$ cat src/rtl/fmap_reader_pkg.sv
// Shared types and constants for the feature-map read-back path.
// Region bases and byte geometry match the layer write-back side.
package fmap_reader_pkg;

   localparam int unsigned BYTE_W         = 8;
   localparam int unsigned BYTES_PER_WORD = 8;
   localparam int unsigned IDX_W          = $clog2(BYTES_PER_WORD);
   localparam int unsigned REGION_A_BASE  = 0;
   localparam int unsigned REGION_B_BASE  = 128;

   typedef enum logic [2:0] {
      FR_IDLE = 3'd0,
      FR_REQ  = 3'd1,
      FR_WAIT = 3'd2,
      FR_EMIT = 3'd3,
      FR_DONE = 3'd4
   } fr_state_e;

   // Negative bytes clamp to zero.
   function automatic logic [BYTE_W-1:0] fr_relu(input logic [BYTE_W-1:0] b);
      return b[BYTE_W-1] ? '0 : b;
   endfunction

endpackage

$ cat src/rtl/fmap_reader_if.sv
// Control, BRAM read port and byte-stream bundle of fmap_reader.
// master = controller/BRAM/consumer side, slave = the reader itself.
interface fmap_reader_if #(
   parameter int unsigned ADDR_W = 12,
   parameter int unsigned DATA_W = 64,
   parameter int unsigned CNT_W  = 8
);
   logic              start;
   logic [ADDR_W-1:0] base_addr_1;
   logic [ADDR_W-1:0] base_addr_2;
   logic [CNT_W-1:0]  word_cnt;
   logic              en_BRAM32k;
   logic [ADDR_W-1:0] addr_BRAM32k_1;
   logic [ADDR_W-1:0] addr_BRAM32k_2;
   logic [DATA_W-1:0] dout_BRAM32k_1;
   logic [DATA_W-1:0] dout_BRAM32k_2;
   logic [7:0]        byte_a;
   logic [7:0]        byte_b;
   logic              out_valid;
   logic              out_ready;
   logic              busy;
   logic              done;

   modport master (
      output start, base_addr_1, base_addr_2, word_cnt,
      output dout_BRAM32k_1, dout_BRAM32k_2, out_ready,
      input  en_BRAM32k, addr_BRAM32k_1, addr_BRAM32k_2,
      input  byte_a, byte_b, out_valid, busy, done
   );

   modport slave (
      input  start, base_addr_1, base_addr_2, word_cnt,
      input  dout_BRAM32k_1, dout_BRAM32k_2, out_ready,
      output en_BRAM32k, addr_BRAM32k_1, addr_BRAM32k_2,
      output byte_a, byte_b, out_valid, busy, done
   );
endinterface

$ cat src/rtl/fmap_unpack_lane.sv
// One unpack lane: loads a packed BRAM word and presents its bytes MSB-first,
// shifting one byte per accepted handshake.
module fmap_unpack_lane
   import fmap_reader_pkg::*;
#(
   parameter int unsigned DATA_W = 64
) (
   input  logic              clk,
   input  logic              rst,
   input  logic              i_load,
   input  logic              i_shift,
   input  logic [DATA_W-1:0] i_data,
   output logic [BYTE_W-1:0] o_byte
);
   logic [DATA_W-1:0] r_shreg;

   always_ff @(posedge clk or negedge rst) begin
      if (!rst) begin
         r_shreg <= '0;
      end else if (i_load) begin
         r_shreg <= i_data;
      end else if (i_shift) begin
         r_shreg <= {r_shreg[DATA_W-BYTE_W-1:0], {BYTE_W{1'b0}}};
      end
   end

   assign o_byte = r_shreg[DATA_W-1 -: BYTE_W];
endmodule

$ cat src/rtl/fmap_reader.sv
// Feature-map reader: fetches packed words from BRAM regions A/B and streams bytes in lockstep.
// Optional build macro FMAP_READER_RELU_EN zeroes negative output bytes.
module fmap_reader
   import fmap_reader_pkg::*;
#(
   parameter int unsigned ADDR_W = 12,
   parameter int unsigned DATA_W = 64,
   parameter int unsigned CNT_W  = 8,
   parameter int unsigned RD_LAT = 1
) (
   input logic          clk,
   input logic          rst,
   fmap_reader_if.slave bus
);
   localparam int unsigned LAT_W = (RD_LAT > 1) ? $clog2(RD_LAT) : 1;

   fr_state_e         r_state;
   logic [ADDR_W-1:0] r_addr_a;
   logic [ADDR_W-1:0] r_addr_b;
   logic [CNT_W-1:0]  r_words_left;
   logic [LAT_W-1:0]  r_lat_cnt;
   logic [IDX_W-1:0]  r_byte_idx;
   logic              r_en;
   logic              r_valid;
   logic              r_busy;
   logic              r_done;
   logic              w_load;
   logic              w_shift;
   logic [BYTE_W-1:0] w_raw_a;
   logic [BYTE_W-1:0] w_raw_b;

   assign w_load  = (r_state == FR_WAIT) && (r_lat_cnt == '0);
   assign w_shift = r_valid && bus.out_ready;

   always_ff @(posedge clk or negedge rst) begin
      if (!rst) begin
         r_state      <= FR_IDLE;
         r_addr_a     <= '0;
         r_addr_b     <= '0;
         r_words_left <= '0;
         r_lat_cnt    <= '0;
         r_byte_idx   <= '0;
         r_en         <= 1'b0;
         r_valid      <= 1'b0;
         r_busy       <= 1'b0;
         r_done       <= 1'b0;
      end else begin
         case (r_state)
            FR_IDLE: begin
               if (bus.start) begin
                  r_addr_a     <= bus.base_addr_1;
                  r_addr_b     <= bus.base_addr_2;
                  r_words_left <= bus.word_cnt;
                  r_busy       <= 1'b1;
                  if (bus.word_cnt == '0) begin
                     r_state <= FR_DONE;
                     r_done  <= 1'b1;
                  end else begin
                     r_state <= FR_REQ;
                     r_en    <= 1'b1;
                  end
               end
            end
            FR_REQ: begin
               r_en      <= 1'b0;
               r_lat_cnt <= LAT_W'(RD_LAT - 1);
               r_state   <= FR_WAIT;
            end
            FR_WAIT: begin
               if (r_lat_cnt != '0) begin
                  r_lat_cnt <= r_lat_cnt - 1'b1;
               end else begin
                  r_byte_idx   <= '0;
                  r_words_left <= r_words_left - 1'b1;
                  r_valid      <= 1'b1;
                  r_state      <= FR_EMIT;
               end
            end
            FR_EMIT: begin
               if (w_shift) begin
                  r_byte_idx <= r_byte_idx + 1'b1;
                  if (r_byte_idx == IDX_W'(BYTES_PER_WORD - 1)) begin
                     r_valid <= 1'b0;
                     if (r_words_left == '0) begin
                        r_state <= FR_DONE;
                        r_done  <= 1'b1;
                     end else begin
                        // Addresses wrap naturally at 2^ADDR_W.
                        r_addr_a <= r_addr_a + 1'b1;
                        r_addr_b <= r_addr_b + 1'b1;
                        r_en     <= 1'b1;
                        r_state  <= FR_REQ;
                     end
                  end
               end
            end
            FR_DONE: begin
               r_done  <= 1'b0;
               r_busy  <= 1'b0;
               r_state <= FR_IDLE;
            end
            default: r_state <= FR_IDLE;
         endcase
      end
   end

   fmap_unpack_lane #(.DATA_W(DATA_W)) u_lane_a (
      .clk     (clk),
      .rst     (rst),
      .i_load  (w_load),
      .i_shift (w_shift),
      .i_data  (bus.dout_BRAM32k_1),
      .o_byte  (w_raw_a)
   );

   fmap_unpack_lane #(.DATA_W(DATA_W)) u_lane_b (
      .clk     (clk),
      .rst     (rst),
      .i_load  (w_load),
      .i_shift (w_shift),
      .i_data  (bus.dout_BRAM32k_2),
      .o_byte  (w_raw_b)
   );

`ifdef FMAP_READER_RELU_EN
   assign bus.byte_a = fr_relu(w_raw_a);
   assign bus.byte_b = fr_relu(w_raw_b);
`else
   assign bus.byte_a = w_raw_a;
   assign bus.byte_b = w_raw_b;
`endif

   assign bus.en_BRAM32k     = r_en;
   assign bus.addr_BRAM32k_1 = r_addr_a;
   assign bus.addr_BRAM32k_2 = r_addr_b;
   assign bus.out_valid      = r_valid;
   assign bus.busy           = r_busy;
   assign bus.done           = r_done;
endmodule

$ cat src/flat_wrapper.sv
// flat-port wrapper written by rule: the top's interface ports become plain ports
module fmap_reader_flat import fmap_reader_pkg::*;
#(
   parameter int unsigned ADDR_W = 12,
   parameter int unsigned DATA_W = 64,
   parameter int unsigned CNT_W  = 8,
   parameter int unsigned RD_LAT = 1
)
  (clk, rst, bus_start, bus_base_addr_1, bus_base_addr_2, bus_word_cnt, bus_dout_BRAM32k_1, bus_dout_BRAM32k_2, bus_out_ready, bus_en_BRAM32k, bus_addr_BRAM32k_1, bus_addr_BRAM32k_2, bus_byte_a, bus_byte_b, bus_out_valid, bus_busy, bus_done);
  fmap_reader_if #(.ADDR_W(ADDR_W), .DATA_W(DATA_W), .CNT_W(CNT_W)) bus_i ();
  input logic clk;
  input logic rst;
  input wire logic [$bits(bus_i.start)-1:0] bus_start;
  input wire logic [$bits(bus_i.base_addr_1)-1:0] bus_base_addr_1;
  input wire logic [$bits(bus_i.base_addr_2)-1:0] bus_base_addr_2;
  input wire logic [$bits(bus_i.word_cnt)-1:0] bus_word_cnt;
  input wire logic [$bits(bus_i.dout_BRAM32k_1)-1:0] bus_dout_BRAM32k_1;
  input wire logic [$bits(bus_i.dout_BRAM32k_2)-1:0] bus_dout_BRAM32k_2;
  input wire logic [$bits(bus_i.out_ready)-1:0] bus_out_ready;
  output wire logic [$bits(bus_i.en_BRAM32k)-1:0] bus_en_BRAM32k;
  output wire logic [$bits(bus_i.addr_BRAM32k_1)-1:0] bus_addr_BRAM32k_1;
  output wire logic [$bits(bus_i.addr_BRAM32k_2)-1:0] bus_addr_BRAM32k_2;
  output wire logic [$bits(bus_i.byte_a)-1:0] bus_byte_a;
  output wire logic [$bits(bus_i.byte_b)-1:0] bus_byte_b;
  output wire logic [$bits(bus_i.out_valid)-1:0] bus_out_valid;
  output wire logic [$bits(bus_i.busy)-1:0] bus_busy;
  output wire logic [$bits(bus_i.done)-1:0] bus_done;
  assign bus_i.start = bus_start;
  assign bus_i.base_addr_1 = bus_base_addr_1;
  assign bus_i.base_addr_2 = bus_base_addr_2;
  assign bus_i.word_cnt = bus_word_cnt;
  assign bus_i.dout_BRAM32k_1 = bus_dout_BRAM32k_1;
  assign bus_i.dout_BRAM32k_2 = bus_dout_BRAM32k_2;
  assign bus_i.out_ready = bus_out_ready;
  assign bus_en_BRAM32k = bus_i.en_BRAM32k;
  assign bus_addr_BRAM32k_1 = bus_i.addr_BRAM32k_1;
  assign bus_addr_BRAM32k_2 = bus_i.addr_BRAM32k_2;
  assign bus_byte_a = bus_i.byte_a;
  assign bus_byte_b = bus_i.byte_b;
  assign bus_out_valid = bus_i.out_valid;
  assign bus_busy = bus_i.busy;
  assign bus_done = bus_i.done;
  fmap_reader #(.ADDR_W(ADDR_W), .DATA_W(DATA_W), .CNT_W(CNT_W), .RD_LAT(RD_LAT)) u_core (.clk(clk), .rst(rst), .bus(bus_i));
endmodule
$ cat config.mk
export PLATFORM = sky130hd
export DESIGN_NAME = fmap_reader_flat
export DESIGN_NICKNAME = d
export VERILOG_FILES = /design/src/rtl/fmap_reader_pkg.sv /design/src/rtl/fmap_reader_if.sv /design/src/rtl/fmap_unpack_lane.sv /design/src/rtl/fmap_reader.sv /design/src/flat_wrapper.sv
export SDC_FILE = /design/constraint.sdc
export NUM_CORES = 1
export LEC_CHECK = 0
export BUFFER_PORTS_ARGS = -buffer_cell sky130_fd_sc_hd__buf_2
export CAP_MARGIN = 20
export CELL_PAD_IN_SITES_DETAIL_PLACEMENT = 1
export CELL_PAD_IN_SITES_GLOBAL_PLACEMENT = 2
export CORE_AREA = 3 3 179 181
export DETAILED_ROUTE_END_ITERATION = 10
export DIE_AREA = 0 0 182 184
export MAX_ROUTING_LAYER = met4
export PLACE_DENSITY_LB_ADDON = 0.1
export SYNTH_ARGS = -nofsm -noshare
export SYNTH_HDL_FRONTEND = slang
export SYNTH_SLANG_ARGS = --single-unit
$ cat constraint.sdc
create_clock -name clk -period 5.18 [get_ports clk]
set_input_delay 1.036 -clock clk [delete_from_list [all_inputs] [get_ports clk]]
set_output_delay 1.036 -clock clk [all_outputs]
set_load 0.02 [all_outputs]
==> impl_metrics.env, run 1 <==
export IMPL_period_minus_slack_ns=3.03
export IMPL_die_width_um=182
export IMPL_cp_common_cell="o21ai_4"
export IMPL_synthesis_area_mm2=0.00824
export IMPL_power_mw=6.01
export IMPL_overflow=0
export IMPL_wl_mm=25.6
export IMPL_cts_reportedPaths_clkPinSlew_ns=0.07
export IMPL_h_tree_depth=4
export IMPL_grt_met2_usage_pct=23.7
export IMPL_drt_iter0_markers=295
export IMPL_drt_pass1_iterations=4
export IMPL_cp_cell_sequence="and3b_2, o21ai_4, o21ai_4, o21ai_0, mux2i_1"
export IMPL_avgViaCountPerCell=4.66
export IMPL_syn_inst=861
export IMPL_seqPwrFrac_pct=40.6
export IMPL_place_congestion=0.753
export IMPL_first_global_vias=7075
export IMPL_worst_setup_path_start_kind="flop"
export IMPL_worstSetupEndpointType="flop"
export IMPL_use_met3_pct=3.09
export IMPL_rr_worst_depth=5
export IMPL_critPathArrivalTime_ns=3.38
export IMPL_hold_viol=0
export IMPL_p_leak_nw=4.76
export IMPL_core_area_mm2=0.0306
export IMPL_rows=64
export IMPL_syn_area_per_cell_um2=9.56
export IMPL_cts_resized=0
export IMPL_setup_viol=0
export IMPL_grt_pass1_wl_mm=40.4
export IMPL_synthAdderAreaFrac_pct=0.760
export IMPL_crit_buf_inv=0
export IMPL_p_switching_mw=2.54
export IMPL_rrSetupSlack_ns=2.15
export IMPL_place_inst=1395
export IMPL_muxShareOfSynthArea_pct=14.1
export IMPL_post_route_period_util_pct=58.5
export IMPL_ys_seq_elements=170
export IMPL_synth_xor_area_share_pct=0.106
export IMPL_busiest_layer="met2"
export IMPL_startpoint="u_core.r_state[0]"
export IMPL_cts_tree="yes"
export IMPL_die_area_mm2=0.0335
export IMPL_antenna_found_initial=3
export IMPL_combPwrFrac_pct=38.1
export IMPL_vias=6672
export IMPL_multi_input_area_mm2=0.00359
export IMPL_grt_total_usage_pct=15.6
export IMPL_clock_fmax_ghz=0.330
export IMPL_holdPathEnd="u_core.r_byte_idx[0]"
export IMPL_critical_path_slowest_cell="and3b_2"
export IMPL_p_int_mw=3.47
export IMPL_yosys_warnings=0
export IMPL_cts_root_buf="clkbuf_16"
export IMPL_cap_viol_max_count=0
export IMPL_min_from="u_core.r_byte_idx[0]"
export IMPL_cellPowerDensity_mw_per_mm2=595
export IMPL_rr_endpoint="u_core.bus.addr_BRAM32k_2[0]"
export IMPL_slew_viol_final=0
export IMPL_area_growth_pct=22.7
export IMPL_run_status="finished clean"
export IMPL_final_area_mm2=0.0101
export IMPL_cts_sinks=170
export IMPL_yosysUniqueCellTypes=44
export IMPL_place_area_mm2=0.00946
export IMPL_r2r_start="u_core.r_state[0]"
export IMPL_seq_area_frac_synth_pct=51.7
export IMPL_drc=0
export IMPL_met1_usage_pct=21.6
export IMPL_skew_ns=0.0160
export IMPL_tns_ns=0
export IMPL_wl_per_cell_um=17.9
export IMPL_critPathMaxFanout=57
export IMPL_post_cts_buffers=0
export IMPL_whs_path_depth=1
export IMPL_fillers=3587
export IMPL_cts_hold_buf=0
export IMPL_ir_drop_uv=256
export IMPL_synth_top_family_by_area="compound AO/OA/AOI/OAI gates"
export IMPL_relSlewSlack_pct=26.8
export IMPL_worst_slack_ns=2.15
export IMPL_die_y_um=184
export IMPL_drive_gt1_share_pct=25.1
export IMPL_worst_pin_slew_ns=1.09
export IMPL_crit_type="flop to flop"
export IMPL_ys_async_sr_fraction_pct=100
export IMPL_regArea_mm2=0.00425
export IMPL_p_sw_share_pct=42.2
export IMPL_grt_max_degree=122
export IMPL_nets=1189
export IMPL_yosys_area_share_simple_pct=14.1
export IMPL_clockPowerShare_pct=21.3
export IMPL_rsz0062_at_grt="false"
export IMPL_synth_ff_type="dfrtp_1"
export IMPL_postRouteAntennaNets=0
export IMPL_cts_max_path_buffers=2
export IMPL_pre_cts_ws_ns=2.09
export IMPL_synth_compound_area_share_pct=14.3
export IMPL_place_hpwl_mm=17.6
export IMPL_clk_latency_ns=0.44
export IMPL_start_util_pct=26.9
export IMPL_syn_nets=1030
export IMPL_min_path_type="flop to flop"
export IMPL_required_ns=5.53
export IMPL_cts_inserted_buffers=17
export IMPL_cpPeakStageDelay_ns=0.91
export IMPL_port_buffers=207
export IMPL_synth_edff_count=0
export IMPL_critPathTopFamily="compound AO/OA/AOI/OAI gates"
export IMPL_instances_no_fill=1432
export IMPL_ios=208
## layout make-up
class | instances | share of cell area [%]
sequential | 170 | 42.1
clock buffer | 18 | 4.35
antenna | 3 | 0.0743
clock inverter | 14 | 1.46
tap | 396 | 4.90
multi-input combinational | 612 | 35.5
inverter | 5 | 0.186
timing repair buffer | 214 | 11.4
## Yosys cell counts (7+ instances only)
cell type / count / share of area [%]
buf_2: 31 / 1.9
buf_4: 19 / 1.7
nor3_1: 7 / 0.43
nand3_1: 30 / 1.8
o21ai_0: 139 / 8.4
nor2_1: 15 / 0.68
nand2_1: 196 / 8.9
clkbuf_1: 22 / 1.0
a21oi_1: 48 / 2.9
mux2i_1: 115 / 14
o22ai_1: 11 / 0.84
dfrtp_1: 170 / 52
## metal layers
metal | wire length, um | vias to the layer above | part of all wire [%]
met5 | 0 | - | 0
met2 | 11800 | 130 | 46
li1 | - | 3316 | -
met1 | 12600 | 3208 | 49
met3 | 994 | 18 | 3.9
met4 | 236 | 0 | 0.92
## cells by family after synthesis
| logic type | count (synthesis) |
|---|---|
| buffers and inverters | 79 |
| AND/OR/NAND/NOR | 273 |
| XOR/XNOR | 1 |
| flip-flops | 170 |
| adder cells (fa/ha/maj) | 5 |
| multiplexers | 116 |
| AO/OA/AOI/OAI | 217 |
## cells in the final DEF, fill, tap and decap left out, drive strengths merged, types with 2 or more instances in the layout
master,count
inv,13
o21a,2
o32ai,2
a21oi,48
and4,2
clkinv,6
ha,5
a31oi,3
clkbuf,19
o21ai,141
buf,213
nand2b,5
nand2,196
nor2,15
nand3b,2
nand3,30
or3b,2
or4,3
mux2i,115
nor3,7
o22ai,11
nand4,5
dfrtp,170
diode,3
## per-stage QoR
stage,hold WS [ns],utilization [%]
after CTS,0.498,32.9
after global routing,0.535,33.0
after floorplan,0.455,-
after global placement,0.476,30.9
final,0.488,33.0
after detailed placement,0.488,30.9
## how the worst max path moves through the flow
stage	endpoint	slack (ns)	cells after the start
global placement	u_core.bus.addr_BRAM32k_2[0]	2.12	6
floorplan	u_core.bus.addr_BRAM32k_1[1]	3.01	6
CTS	u_core.bus.addr_BRAM32k_1[0]	2.11	5
detailed placement	u_core.bus.addr_BRAM32k_1[0]	2.09	6
finish	u_core.bus.addr_BRAM32k_2[0]	2.15	5
global route	u_core.bus.addr_BRAM32k_1[0]	1.81	5
## power groups by stage
stage | Combinational (mW) | Sequential [mW] | Clock (mW)
after global placement | 2.27 | 2.47 | 0
after global routing | 2.62 | 2.54 | 1.40
after floorplan | 1.69 | 2.40 | 0
final | 2.29 | 2.44 | 1.28
after detailed placement | 2.32 | 2.48 | 0
after CTS | 2.32 | 2.46 | 1.34
## registers in the layout, summed over array words and instances, names as in the netlist
register	cells
u_core.r_byte_idx	3
u_core.bus.busy	1
u_core.bus.done	1
u_core.r_words_left	8
u_core.u_lane_b.r_shreg	64
u_core.bus.addr_BRAM32k_1	12
u_core.r_state	3
u_core.bus.en_BRAM32k	1
u_core.u_lane_a.r_shreg	64
u_core.bus.out_valid	1
u_core.bus.addr_BRAM32k_2	12
## worst reg2reg max path: stages (launching register included)
cell and delay, ns:
dfrtp_1 0.58, and3b_2 0.91, o21ai_4 0.16, o21ai_4 0.90
o21ai_0 0.21, mux2i_1 0.18
Power figures use the tool's default switching activity.
==> inputs of run 2 (changes only) <==
--- a/config.mk
+++ b/config.mk
@@ -5,13 +5,14 @@
 export SDC_FILE = /design/constraint.sdc
 export NUM_CORES = 1
 export LEC_CHECK = 0
+export ABC_AREA = 1
 export BUFFER_PORTS_ARGS = -buffer_cell sky130_fd_sc_hd__buf_2
 export CAP_MARGIN = 20
 export CELL_PAD_IN_SITES_DETAIL_PLACEMENT = 1
 export CELL_PAD_IN_SITES_GLOBAL_PLACEMENT = 2
-export CORE_AREA = 3 3 179 181
+export CORE_AREA = 3 3 187 189
 export DETAILED_ROUTE_END_ITERATION = 10
-export DIE_AREA = 0 0 182 184
+export DIE_AREA = 0 0 190 192
 export MAX_ROUTING_LAYER = met4
 export PLACE_DENSITY_LB_ADDON = 0.1
 export SYNTH_ARGS = -nofsm -noshare
==> constraint.sdc (replaced) <==
create_clock -name clk -period 3.2 [get_ports clk]
set_input_delay 0.64 -clock clk [delete_from_list [all_inputs] [get_ports clk]]
set_output_delay 0.64 -clock clk [all_outputs]
set_load 0.02 [all_outputs]
==> run 2 against run 1 <==
Against the previous run:
- maximum frequency rose by 50%
- via count is 19% higher
- sequential share of layout area down 2.9 points
- synthesized cell count grew 24%
- flip-flop and latch count stayed put
- critical endpoint is now u_core.bus.addr_BRAM32k_1[3]
- global-route usage is 1.5 points higher
- largest cell class unchanged
- clock-buffer cell count up 1
==> impl_metrics.env, run 2 <==
export IMPL_yosysUniqueCellTypes=36
export IMPL_ios=208
export IMPL_run_status="finished clean"
export IMPL_rows=67
export IMPL_reg_top3="u_core.u_lane_a.r_shreg (64), u_core.u_lane_b.r_shreg (64)"
export IMPL_startpoint="u_core.r_state[2]"
export IMPL_cts_hold_buf=0
export IMPL_grt_total_usage_pct=17.1
export IMPL_nets=1388
export IMPL_place_congestion=0.757
export IMPL_fillers=4058
export IMPL_syn_nets=1234
export IMPL_p_leak_nw=5.11
export IMPL_worst_pin_slew_ns=1.06
export IMPL_hold_viol=0
export IMPL_skew_ns=0.0101
export IMPL_ir_drop_uv=545
export IMPL_crit_type="flop to flop"
export IMPL_die_area_mm2=0.0365
export IMPL_ys_seq_elements=170
export IMPL_seq_area_frac_synth_pct=47.2
export IMPL_cts_tree="yes"
export IMPL_slew_viol_final=0
export IMPL_cts_max_path_buffers=2
export IMPL_start_util_pct=27.0
export IMPL_regArea_mm2=0.00425
export IMPL_rr_endpoint="u_core.bus.addr_BRAM32k_1[3]"
export IMPL_synth_edff_count=0
export IMPL_critPathArrivalTime_ns=2.38
export IMPL_setup_worst_path_end="u_core.bus.addr_BRAM32k_1[3]"
export IMPL_final_cell_mix="nand2_1 (301), buf_2 (206), dfrtp_1 (170)"
export IMPL_syn_area_per_cell_um2=8.47
export IMPL_cts_sinks=170
export IMPL_antenna_found_initial=4
export IMPL_h_tree_depth=4
export IMPL_drc=0
export IMPL_vias=7917
export IMPL_ys_async_sr_fraction_pct=100
export IMPL_critPathMaxFanout=27
export IMPL_r2r_start="u_core.r_state[2]"
export IMPL_grt_max_degree=98
export IMPL_mostFrequentLayoutCell="nand2_1"
export IMPL_synth_top_area_share_pct=47.2
export IMPL_syn_inst=1065
export IMPL_required_ns=3.56
export IMPL_cap_viol_max_count=0
export IMPL_cts_inserted_buffers=17
export IMPL_wl_per_cell_um=17.6
export IMPL_core_area_mm2=0.0334
export IMPL_place_hpwl_mm=20.1
export IMPL_cts_resized=0
export IMPL_min_path_type="primary input to async pin"
export IMPL_postRouteAntennaNets=0
export IMPL_yosys_warnings=0
export IMPL_clk_latency_ns=0.44
export IMPL_tns_ns=0
export IMPL_cts_root_buf="clkbuf_16"
export IMPL_die_y_um=192
export IMPL_period_minus_slack_ns=2.02
export IMPL_synth_most_common_cell="nand2_1"
export IMPL_port_buffers=207
export IMPL_synth_ff_type="dfrtp_1"
export IMPL_cellPowerDensity_mw_per_mm2=1030
export IMPL_post_route_period_util_pct=63.1
export IMPL_setup_viol=0
export IMPL_grt_pass1_wl_mm=47.7
export IMPL_post_cts_buffers=0
export IMPL_worstSetupEndpointType="flop"
export IMPL_rr_worst_depth=8
export IMPL_first_global_vias=8484
export IMPL_worst_setup_path_start_kind="flop"
export IMPL_drt_iter0_markers=344
export IMPL_multi_input_area_mm2=0.00391
export IMPL_synth_common_cells="nand2_1 (303), dfrtp_1 (170), nand3_1 (167)"
export IMPL_relSlewSlack_pct=29.2
export IMPL_synth_area_leaders="dfrtp_1 (47%), nand2_1 (13%), nand3_1 (9.3%)"
export IMPL_wl_mm=29.6
export IMPL_overflow=0
export IMPL_drive_gt1_share_pct=25.6
export IMPL_yosysTopAreaCell="dfrtp_1"
export IMPL_clock_fmax_ghz=0.495
export IMPL_synthesis_area_mm2=0.00902
export IMPL_cts_reportedPaths_clkPinSlew_ns=0.07
export IMPL_rsz0062_at_grt="false"
export IMPL_die_width_um=190
export IMPL_drt_pass1_iterations=4
export IMPL_area_growth_pct=20.5
export IMPL_rrSetupSlack_ns=1.18
export IMPL_power_mw=11.2
export IMPL_avgViaCountPerCell=4.70
run 2: cell count changes in the layout (fill, tap and decap cells not counted), sizes merged, moves of 38 or more:
cell    before  now
a21oi       48    3
inv         13   98
mux2i      115    0
nand2      196  310
nand3       30  169
nor2        15   53
o211ai       1   49
o21ai      141   32
o311ai       0   54
run 2: worst min path at each step:
stage	start	to	slack (ns)	cells past startpoint
4_1_cts	rst	u_core.bus.addr_BRAM32k_1[4]	0.21	1
3_3_place_gp	u_core.r_byte_idx[2]	u_core.r_byte_idx[2]	0.46	2
3_5_place_dp	u_core.r_byte_idx[1]	u_core.r_byte_idx[1]	0.48	2
6_report	rst	u_core.bus.addr_BRAM32k_1[5]	0.19	1
2_1_floorplan	rst	u_core.bus.addr_BRAM32k_1[0]	0.34	0
5_1_grt	rst	u_core.bus.addr_BRAM32k_1[2]	0.24	1
run 2: worst max-delay path, cell delays in order, from the launching register on:
cell and delay [ns]:
dfrtp_1 0.47, inv_2 0.14, nand3_1 0.07, buf_4 0.23, nand2_1 0.12, nand3_2 0.09
nor2_4 0.60, nand2_1 0.12, o21ai_1 0.10
run 2: cell type report:
| type | instances | share of cell area (%) |
|---|---|---|
| clock inverters | 12 | 0.945 |
| diodes | 4 | 0.0922 |
| well taps | 448 | 5.16 |
| clock buffers | 19 | 4.08 |
| inverters | 98 | 3.43 |
| flip-flops and latches | 170 | 39.2 |
| repair buffers | 221 | 11.2 |
| multi-input cells | 711 | 36.0 |
run 2: metrics by stage:
stage	cells	cell area, um2	worst slack (ns)	util [%]	hold slack (ns)
after floorplan	1065	9020	1.57	-	0.344
after global routing	1683	10900	0.905	32.5	0.238
after CTS	1679	10900	1.13	32.4	0.212
final	1683	10900	1.18	32.5	0.191
after detailed placement	1648	10300	0.993	30.8	0.478
after global placement	1648	10300	1.05	30.8	0.461
run 2: layer usage:
layer  vias up  part of all wire [%]  global-route usage [%]
li1       3888                     -                       -
met1      3862                    48                    22.7
met2       145                    47                    27.4
met3        22                   3.6                    3.07
met4         0                  0.93                    3.92
met5         -                     0                       -
run 2: cell families after synthesis:
group,after synthesis,share of synthesized area (%)
AO/OA/AOI/OAI,152,15.9
XOR/XNOR,2,0.194
adder cells (fa/ha/maj),5,0.694
buffers and inverters,184,9.60
flip-flops,170,47.2
AND/OR/NAND/NOR,552,26.4
run 2: power by group:
group,internal [mW],switching [mW]
clock,1.08,0.934
combinational,1.84,3.48
sequential,3.17,0.661
total,6.09,5.07
==> inputs of run 3 (changes only) <==
==> constraint.sdc (replaced) <==
create_clock -name clk -period 1.6 [get_ports clk]
set_input_delay 0.32 -clock clk [delete_from_list [all_inputs] [get_ports clk]]
set_output_delay 0.32 -clock clk [all_outputs]
set_load 0.02 [all_outputs]
==> run 3 against run 2 <==
Against the previous run:
- the flow now finishes with violations (setup timing)
- global-route usage increased by 0.86 points
- core utilization up 6.0 points
- sequential share of layout area down 6.0 points
- final cell count rose by 6.2%
- largest cell class is now multi-input gates
- clock-buffer cell count up 2
- via count increased by 7.9%
- first-iteration DRC count down 21%
==> impl_metrics.env, run 3 (synthesized netlist as in run 2, its figures left out) <==
export IMPL_setup_viol=15
export IMPL_cts_sinks=170
export IMPL_skew_ns=0.0135
export IMPL_nets=1489
export IMPL_whs_path_depth=3
export IMPL_reg_top3="u_core.u_lane_a.r_shreg (64), u_core.u_lane_b.r_shreg (64)"
export IMPL_clk_latency_ns=0.43
export IMPL_grt_max_degree=47
export IMPL_vias=8539
export IMPL_start_util_pct=27.0
export IMPL_worstSetupEndpointType="flop"
export IMPL_ir_drop_uv=1010
export IMPL_cts_root_buf="clkbuf_16"
export IMPL_ios=208
export IMPL_r2r_start="u_core.r_state[2]"
export IMPL_wl_mm=34.4
export IMPL_grt_met2_usage_pct=30.9
export IMPL_worst_slack_ns=-0.0255
export IMPL_grt_pass1_wl_mm=50.2
export IMPL_rrSetupSlack_ns=-0.03
export IMPL_die_area_mm2=0.0365
export IMPL_drt_iter0_markers=272
export IMPL_slew_viol_final=0
export IMPL_place_inst=1693
export IMPL_h_tree_depth=4
export IMPL_die_y_um=192
export IMPL_port_buffers=207
export IMPL_place_hpwl_mm=21.3
export IMPL_relSlewSlack_pct=73.2
export IMPL_first_global_vias=8971
export IMPL_p_leak_nw=6.00
export IMPL_cts_reportedPaths_clkPinSlew_ns=0.07
export IMPL_rr_endpoint="u_core.bus.addr_BRAM32k_1[11]"
export IMPL_instances_no_fill=1788
export IMPL_power_mw=28.1
export IMPL_postRouteAntennaNets=0
export IMPL_antenna_found_initial=5
export IMPL_worst_setup_path_start_kind="flop"
export IMPL_use_met3_pct=3.14
export IMPL_worst_pin_slew_ns=0.402
export IMPL_cts_inserted_buffers=17
export IMPL_drt_pass1_iterations=4
export IMPL_cellPowerDensity_mw_per_mm2=2180
export IMPL_hold_viol=0
export IMPL_whs_ns=0.0861
export IMPL_critPathMaxFanout=6
export IMPL_startpoint="u_core.r_state[2]"
export IMPL_grt_total_usage_pct=18.0
export IMPL_critPathArrivalTime_ns=1.94
export IMPL_area_growth_pct=42.5
export IMPL_avgViaCountPerCell=4.78
export IMPL_post_route_period_util_pct=102
export IMPL_period_minus_slack_ns=1.63
export IMPL_clock_fmax_ghz=0.615
export IMPL_wl_per_cell_um=19.2
export IMPL_met1_usage_pct=22.4
export IMPL_cts_max_path_buffers=2
export IMPL_drive_gt1_share_pct=37.0
export IMPL_die_width_um=190
export IMPL_setup_worst_path_end="u_core.bus.addr_BRAM32k_1[11]"
export IMPL_core_area_mm2=0.0334
export IMPL_cts_tree="yes"
export IMPL_violations="setup timing"
export IMPL_rsz0062_at_grt="true"
export IMPL_place_congestion=0.750
export IMPL_final_cell_mix="nand2_1 (280), buf_2 (206), dfrtp_1 (168)"
export IMPL_rr_worst_depth=9
export IMPL_mostFrequentLayoutCell="nand2_1"
export IMPL_overflow=0
export IMPL_busiest_layer="met2"
export IMPL_drc=0
export IMPL_run_status="complete, but fails checks"
export IMPL_rows=67
export IMPL_min_path_type="primary input to flop"
export IMPL_cap_viol_max_count=0
export IMPL_crit_type="flop to flop"
export IMPL_required_ns=1.91
run 3: cell types whose count changed in the layout (fill, tap and decap cells not counted), moves of 11 or more:
cell,before,now
nor2_4,2,13
buf_4,9,49
buf_16,0,11
nand3_1,167,144
nand3_2,1,22
buf_12,5,17
nand2_1,301,280
nor2_1,50,34
buf_6,0,19
clkbuf_16,17,33
nand2_2,8,20
run 3: cell type report:
| type | count | area [um2] |
|---|---|---|
| Fill cell | 3922 | 20600 |
| Multi-Input combinational cell | 712 | 4370 |
| Sequential cell | 170 | 4260 |
| Timing Repair Buffer | 321 | 2700 |
| Tap cell | 448 | 561 |
| Clock buffer | 21 | 460 |
| Inverter | 98 | 378 |
| Clock inverter | 11 | 114 |
| Antenna cell | 7 | 17.5 |
run 3: what timing repair did:
action,in CTS,in global routing
setup endpoints to repair,103,162
setup buffers,14,18
gates cloned,7,20
hold endpoints to repair,31,0
resized for setup,33,113
pin swaps,7,20
hold buffers,1,0
run 3: worst max-delay path: stages (launching register included):
cell and delay, ns:
dfrtp_2 0.44, buf_6 0.13, nor2_4 0.15, buf_8 0.14
nand4_1 0.17, nand2_4 0.18, buf_12 0.15, nor2_2 0.03
nand2_1 0.05, nand2_1 0.05
run 3: metal layers:
layer / vias to the layer above / part of all wire (%)
met2: 156 / 51
met5: - / 0
met1: 4247 / 44
met4: 0 / 1.0
li1: 4119 / -
met3: 17 / 3.7
run 3: how the worst min path moves through the flow:
stage,start,end,slack [ns]
after global routing,bus_dout_BRAM32k_1[2],u_core.u_lane_a.r_shreg[2],0.08
after floorplan,rst,u_core.bus.addr_BRAM32k_1[0],0.02
final,bus_dout_BRAM32k_1[4],u_core.u_lane_a.r_shreg[4],0.09
after global placement,rst,u_core.bus.addr_BRAM32k_1[4],0.29
after CTS,bus_dout_BRAM32k_1[4],u_core.u_lane_a.r_shreg[4],0.06
after detailed placement,rst,u_core.bus.addr_BRAM32k_1[4],0.29
run 3: report_power, final:
part | internal (mW) | switching (mW) | total (mW)
sequential | 6.34 | 1.29 | 7.63
combinational | 7.23 | 9.00 | 16.2
clock | 2.26 | 1.93 | 4.19
run 3: metrics by stage:
step | util [%] | instance area [um2] | TNS [ns] | worst slack (ns)
floorplan | - | 9020 | 0 | 0.0980
global placement | 32.3 | 10800 | -3.01 | -0.167
detailed placement | 32.3 | 10800 | -5.56 | -0.227
CTS | 35.3 | 11800 | -1.16 | -0.0648
global route | 38.4 | 12800 | -5.93 | -0.137
finish | 38.4 | 12900 | -0.166 | -0.0255
